## src/rtl/nibble_mac_accumulator_pkg.sv

```systemverilog
// Shared types and constants for the nibble MAC accumulator (FSM states, host commands, dump header).
// DUMP_PARITY_EN adds the DUMP_PAR state to the dump sequence.
package nibble_mac_pkg;

  localparam int unsigned ACC_W  = 16;
  localparam logic [6:0]  HDR_HI = 7'h52;

  typedef enum logic [1:0] {
    CMD_ACC   = 2'b00,
    CMD_HOLD  = 2'b01,
    CMD_CLEAR = 2'b10,
    CMD_DUMP  = 2'b11
  } cmd_e;

  typedef enum logic [2:0] {
    RUN      = 3'd0,
    DUMP_HDR = 3'd1,
    DUMP_HI  = 3'd2,
`ifdef DUMP_PARITY_EN
    DUMP_LO  = 3'd3,
    DUMP_PAR = 3'd4
`else
    DUMP_LO  = 3'd3
`endif
  } state_e;

endpackage

```

## src/rtl/nibble_mac_accumulator_if.sv

```systemverilog
// Host-side bus of the accumulator: command and operand nibble in, output byte back.
// Always valid every cycle; there is no backpressure.
interface nibble_mac_accumulator_if;
  logic [1:0] i_cmd;
  logic [3:0] i_nib;
  logic [7:0] o_out;

  modport master (output i_cmd, output i_nib, input  o_out);
  modport slave  (input  i_cmd, input  i_nib, output o_out);
endinterface

```

## src/rtl/nibble_mac_accumulator_sat_adder.sv

```systemverilog
// Saturating accumulate: 16-bit acc + 8-bit product, clamped at 0xFFFF; purely combinational.
// Overflow flags only a true carry-out, so landing exactly on 0xFFFF is not an overflow.
module mac_sat_adder
  import nibble_mac_pkg::*;
(
  input  logic [ACC_W-1:0] i_acc,
  input  logic [7:0]       i_p,
  output logic [ACC_W-1:0] o_sum,
  output logic             o_ovf
);

  logic [ACC_W:0] w_sum;

  assign w_sum = {1'b0, i_acc} + {{(ACC_W-7){1'b0}}, i_p};
  assign o_ovf = w_sum[ACC_W];
  assign o_sum = w_sum[ACC_W] ? {ACC_W{1'b1}} : w_sum[ACC_W-1:0];

endmodule

```

## src/rtl/nibble_mac_accumulator.sv

```systemverilog
// Nibble-pair MAC into a saturating 16-bit acc; io_out = acc[7:0], or header/hi/lo(/parity) on dump (DUMP_PARITY_EN).
// Dump header appears one cycle after CMD_DUMP is sampled; no backpressure, commands ignored while dumping.
module nibble_mac_accumulator
  import nibble_mac_pkg::*;
(
  input  logic                      i_clk,
  input  logic                      i_rst,
  nibble_mac_accumulator_if.slave   bus
);

  state_e           r_state;
  logic [3:0]       r_nib_q;
  logic [3:0]       r_nib_prev_q;
  logic [ACC_W-1:0] r_acc;
  logic [ACC_W-1:0] r_shadow;
  logic             r_ovf;

  logic [7:0]       w_p;
  logic [ACC_W-1:0] w_sum;
  logic             w_carry;

  assign w_p = {4'b0, r_nib_q} * {4'b0, r_nib_prev_q};

  mac_sat_adder u_sat_adder (
    .i_acc (r_acc),
    .i_p   (w_p),
    .o_sum (w_sum),
    .o_ovf (w_carry)
  );

  always_ff @(posedge i_clk) begin
    if (i_rst) begin
      r_state      <= RUN;
      r_nib_q      <= '0;
      r_nib_prev_q <= '0;
      r_acc        <= '0;
      r_shadow     <= '0;
      r_ovf        <= 1'b0;
    end else begin
      // The operand pipe keeps streaming in every state, including mid-dump.
      r_nib_q      <= bus.i_nib;
      r_nib_prev_q <= r_nib_q;
      case (r_state)
        RUN: begin
          case (cmd_e'(bus.i_cmd))
            CMD_ACC: begin
              r_acc <= w_sum;
              r_ovf <= r_ovf | w_carry;
            end
            CMD_CLEAR: begin
              r_acc <= '0;
              r_ovf <= 1'b0;
            end
            CMD_DUMP: begin
              r_shadow <= r_acc;
              r_state  <= DUMP_HDR;
            end
            default: ;
          endcase
        end
        DUMP_HDR: r_state <= DUMP_HI;
        DUMP_HI:  r_state <= DUMP_LO;
`ifdef DUMP_PARITY_EN
        DUMP_LO:  r_state <= DUMP_PAR;
        DUMP_PAR: r_state <= RUN;
`else
        DUMP_LO:  r_state <= RUN;
`endif
        default:  r_state <= RUN;
      endcase
    end
  end

  always_comb begin
    bus.o_out = r_acc[7:0];
    case (r_state)
      DUMP_HDR: bus.o_out = {HDR_HI, r_ovf};
      DUMP_HI:  bus.o_out = r_shadow[15:8];
      DUMP_LO:  bus.o_out = r_shadow[7:0];
`ifdef DUMP_PARITY_EN
      DUMP_PAR: bus.o_out = r_shadow[15:8] ^ r_shadow[7:0];
`endif
      default:  bus.o_out = r_acc[7:0];
    endcase
  end

endmodule

```

## src/flat_wrapper.sv

```systemverilog
// flat-port wrapper written by rule: the top's interface ports become plain ports
module nibble_mac_accumulator_flat import nibble_mac_pkg::*;
  (i_clk, i_rst, bus_i_cmd, bus_i_nib, bus_o_out);
  nibble_mac_accumulator_if bus_i ();
  input  logic i_clk;
  input  logic i_rst;
  input wire logic [$bits(bus_i.i_cmd)-1:0] bus_i_cmd;
  input wire logic [$bits(bus_i.i_nib)-1:0] bus_i_nib;
  output wire logic [$bits(bus_i.o_out)-1:0] bus_o_out;
  assign bus_i.i_cmd = bus_i_cmd;
  assign bus_i.i_nib = bus_i_nib;
  assign bus_o_out = bus_i.o_out;
  nibble_mac_accumulator u_core (.i_clk(i_clk), .i_rst(i_rst), .bus(bus_i));
endmodule
```

## config.mk

```make
export PLATFORM = sky130hd
export DESIGN_NAME = nibble_mac_accumulator_flat
export DESIGN_NICKNAME = d
export VERILOG_FILES = /design/src/rtl/nibble_mac_accumulator_pkg.sv /design/src/rtl/nibble_mac_accumulator_if.sv /design/src/rtl/nibble_mac_accumulator_sat_adder.sv /design/src/rtl/nibble_mac_accumulator.sv /design/src/flat_wrapper.sv
export SDC_FILE = /design/constraint.sdc
export NUM_CORES = 1
export LEC_CHECK = 0
export CAP_MARGIN = 20
export CORE_MARGIN = 2
export CORE_UTILIZATION = 50
export CTS_CLUSTER_SIZE = 12
export DETAILED_ROUTE_END_ITERATION = 8
export GPL_ROUTABILITY_DRIVEN = 0
export PLACE_DENSITY = 0.77
export SYNTH_ARGS = -nofsm -noshare
export SYNTH_HDL_FRONTEND = slang
export SYNTH_HIERARCHICAL = 1
export SYNTH_SLANG_ARGS = --single-unit
export TNS_END_PERCENT = 100
```

## constraint.sdc

```tcl
create_clock -name i_clk -period 3.86 [get_ports i_clk]
set_clock_uncertainty 0.05 [all_clocks]
set_input_delay 0.579 -clock i_clk [delete_from_list [all_inputs] [get_ports i_clk]]
set_output_delay 0.579 -clock i_clk [all_outputs]
set_load 0.05 [all_outputs]
```

==> load_flow_metrics.sql <==
INSERT INTO impl_metrics (metric_group, metric, value, unit) VALUES
('critical_path', 'cp_slowest_cell', 'fa_1', ''),
('critical_path', 'timing_worst_setup_path_type', 'reg -> reg', ''),
('placed_design', 'dpl-instance-area', '3140', 'um^2'),
('timing', 'tightestPinTransition', '0.718', 'ns'),
('layout', 'share_of_cells_above_drive_strength_1', '0.201', ''),
('clock_network', 'tritoncts_buffers', '5', ''),
('die', 'die_height', '79.3', 'um'),
('yosys', 'post_synth_num_cell_types', '53', ''),
('timing', 'final.setup.worst_slack', '-0.0761', 'ns'),
('global_routing', 'gr-usage-all-layers', '0.208', ''),
('placed_design', 'post-dp-hpwl', '4530', 'um'),
('global_routing', 'antenna_found_initial', '0', ''),
('critical_path', 'critical_path_arrival', '4.04', 'ns'),
('yosys', 'synth.cells.most_frequent', 'nand2_1 (80), a21oi_1 (45), dfxtp_1 (43)', ''),
('critical_path', 'crit_fanout', '4', ''),
('yosys', 'synthCells', '345', ''),
('global_routing', 'first_global_vias', '2275', ''),
('placed_design', 'dpl_worst_slack', '-0.188', 'ns'),
('timing', 'report.final.hold_viol_count', '0', ''),
('routing', 'drt-wirelength-per-cell', '14.9', 'um'),
('critical_path', 'endpoint_kind', 'flop', ''),
('critical_path', 'critical_path.startpoint_type', 'flop', ''),
('critical_path', 'r2r_slack', '-0.08', 'ns'),
('power', 'leakage', '0.00142', 'uW'),
('clock_network', 'cts_tree', 'yes', ''),
('yosys', 'yosys.cell_count.top_type', 'nand2_1', ''),
('power', 'fin_total_pwr', '1100', 'uW'),
('global_routing', 'maximum_number_of_pins_on_one_net_before_global_route_repair', '28', ''),
('clock_network', 'cts.htree.levels', '2', ''),
('global_routing', 'grt_first_pass_wirelength', '10500', 'um'),
('routing', 'totalWireLength', '6690', 'um'),
('routing', 'first_pass_iters', '4', ''),
('yosys', 'synthesis.area_per_instance', '8.21', 'um^2'),
('critical_path', 'worst_r2r_endpoint', 'u_core/r_acc[15]', ''),
('yosys', 'mappedNetlistArea', '2830', 'um^2'),
('critical_path', 'required', '3.96', 'ns'),
('timing', 'max_slew_margin', '0.521', ''),
('run', 'max_cap_viol_count', '0', ''),
('yosys', 'net_count_after_synthesis', '382', ''),
('critical_path', 'number_of_buffer_and_inverter_stages_on_the_critical_path', '1', ''),
('hold_path', 'min_from', 'u_core/r_shadow[5]', ''),
('yosys', 'synth_warnings', '6', ''),
('critical_path', 'rr_worst_depth', '15', ''),
('timing', 'fmaxAchievable', '254', 'MHz'),
('hold_path', 'hold_path_depth', '2', ''),
('yosys', 'edff_count_synth', '0', ''),
('hold_path', 'holdPathEnd', 'u_core/r_shadow[5]', ''),
('timing', 'min_period_over_period', '1.02', ''),
('routing', 'final_antenna_net_count', '0', ''),
('power', 'power-per-cell-area', '320', 'nW/um^2'),
('status', 'violations', 'negative setup slack', ''),
('clock_network', 'clock_latency', '0.30', 'ns'),
('layout', 'diodes', '0', ''),
('clock_network', 'clock-root-buffer', 'clkbuf_8', ''),
('yosys', 'synth_top_area_frac', '0.304', ''),
('yosys', 'asyncSetResetFlopFracSynth', '0', ''),
('yosys', 'yosys_most_used_dff', 'dfxtp_1', ''),
('power', 'peakVddDrop', '0.350', 'mV'),
('placed_design', 'io_buffers', '15', ''),
('yosys', 'post-synth-top-area-cell', 'dfxtp_1', ''),
('layout', 'nNetsFinal', '414', ''),
('layout', 'layout.core_utilization', '0.623', ''),
('status', 'status', 'finished with violations', ''),
('layout', 'syn_to_final_growth', '21.0', '%'),
('die', 'placement_rows', '27', ''),
('timing', 'timing.final.max_slew_violations', '0', ''),
('clock_network', 'number_of_clock_sinks', '43', ''),
('die', 'design.core.area', '5510', 'um^2'),
('yosys', 'ys_top_cells_by_area', 'dfxtp_1 (30%), ha_1 (11%), nand2_1 (11%)', ''),
('routing', 'routed-via-count', '2514', ''),
('timing', 'report.final.setup_viol', '2', '');
layout make-up:
type / instances / area, um^2
clock buffers: 5 / 68.8
clock inverters: 3 / 20.0
fillers: 471 / 2080
inverters: 8 / 30.0
multi-input cells: 277 / 1960
flip-flops and latches: 43 / 866
well taps: 72 / 90.1
repair buffers: 42 / 390
registers in the layout, summed over array words and instances (netlist names):
signal / cells
u_core/r_nib_prev_q: 4
u_core/r_ovf: 1
u_core/r_nib_q: 4
u_core/r_shadow: 16
u_core/r_state: 2
u_core/r_acc: 16
kinds of logic (layout without fill, tap and decap cells):
kind of cell    count (synthesis)  after routing  synth area share
simple gates                  138            138             0.227
mux                            10             10            0.0397
compound gates                 92             92             0.211
xor+xnor                        8              8            0.0247
fa+ha+maj                      29             29             0.141
flops                          43             43             0.304
buf+inv                        25             58            0.0525
worst register-to-register path, stage by stage (launching register included):
cell and delay, ns:
dfxtp_2 0.34, nand2_2 0.06, fa_1 0.54, inv_2 0.04, fa_2 0.46, ha_4 0.30, a211oi_2 0.06, or4b_1 0.52
o2111ai_2 0.12, ha_4 0.26, and4_4 0.21, o211a_1 0.14, o211ai_1 0.23, mux2_4 0.33, nand2_2 0.07, a21oi_2 0.06
layout by cell type, fill, tap and decap left out, types with 3 or more instances in the layout:
cell             count
dfxtp_2              4
a22oi_1              4
inv_1                6
mux2i_1              3
ha_1                20
clkdlybuf4s50_1     15
ha_4                 4
xor2_1               4
and2_1              15
o21ai_0              6
nand2_1             78
fa_1                 3
a221o_1              3
nor2b_1             10
nor2_1              10
mux2_4               3
o21ai_1              7
dfxtp_1             39
a31oi_1              3
a21oi_2              4
buf_4               23
clkbuf_8             5
nand3_1              6
xnor2_1              4
mux2_2               4
a21oi_1             40
per-stage QoR:
| step | setup TNS (ns) | instances |
|---|---|---|
| 2_1_floorplan | -0.00696 | 345 |
| 3_3_place_gp | -0.381 | 436 |
| 3_5_place_dp | -0.826 | 436 |
| 4_1_cts | -0.278 | 447 |
| 5_1_grt | -1.94 | 450 |
| 6_report | -0.0813 | 450 |
worst max-delay path by stage:
| stage | start | endpoint | slack, ns | cells after the start |
|---|---|---|---|---|
| floorplan | u_core/r_nib_q[0] | u_core/r_acc[15] | -0.007 | 15 |
| global placement | u_core/r_nib_prev_q[3] | u_core/r_acc[15] | -0.11 | 15 |
| detailed placement | u_core/r_nib_q[1] | u_core/r_acc[15] | -0.19 | 15 |
| CTS | u_core/r_nib_prev_q[3] | u_core/r_acc[15] | -0.10 | 16 |
| global route | u_core/r_nib_q[0] | u_core/r_acc[15] | -0.17 | 15 |
| finish | u_core/r_nib_q[0] | u_core/r_acc[15] | -0.08 | 15 |
timing repair:
item | 4_1_cts | 5_1_grt
gates resized for setup | 14 | 14
pin swaps | 13 | 24
endpoints found under the setup margin | 14 | 17
setup buffers | 3 | 2
gates cloned | 0 | 1
routing by layer:
layer | wire length (um) | vias to the layer above | share of wire | track usage
li1 | - | 1262 | - | -
met1 | 3070 | 1168 | 0.46 | 0.278
met2 | 3200 | 67 | 0.48 | 0.342
met3 | 294 | 17 | 0.044 | 0.0386
met4 | 124 | 0 | 0.019 | 0.0603
met5 | 0 | - | 0 | 0
report_power, final:
part	internal [uW]	leakage (uW)	switching (uW)	total (uW)
logic	116	0.00103	219	335
registers	460	0.000350	16.7	477
clock network	126	0.0000402	161	287
total	702	0.00142	396	1100
Power figures use the tool's default switching activity.
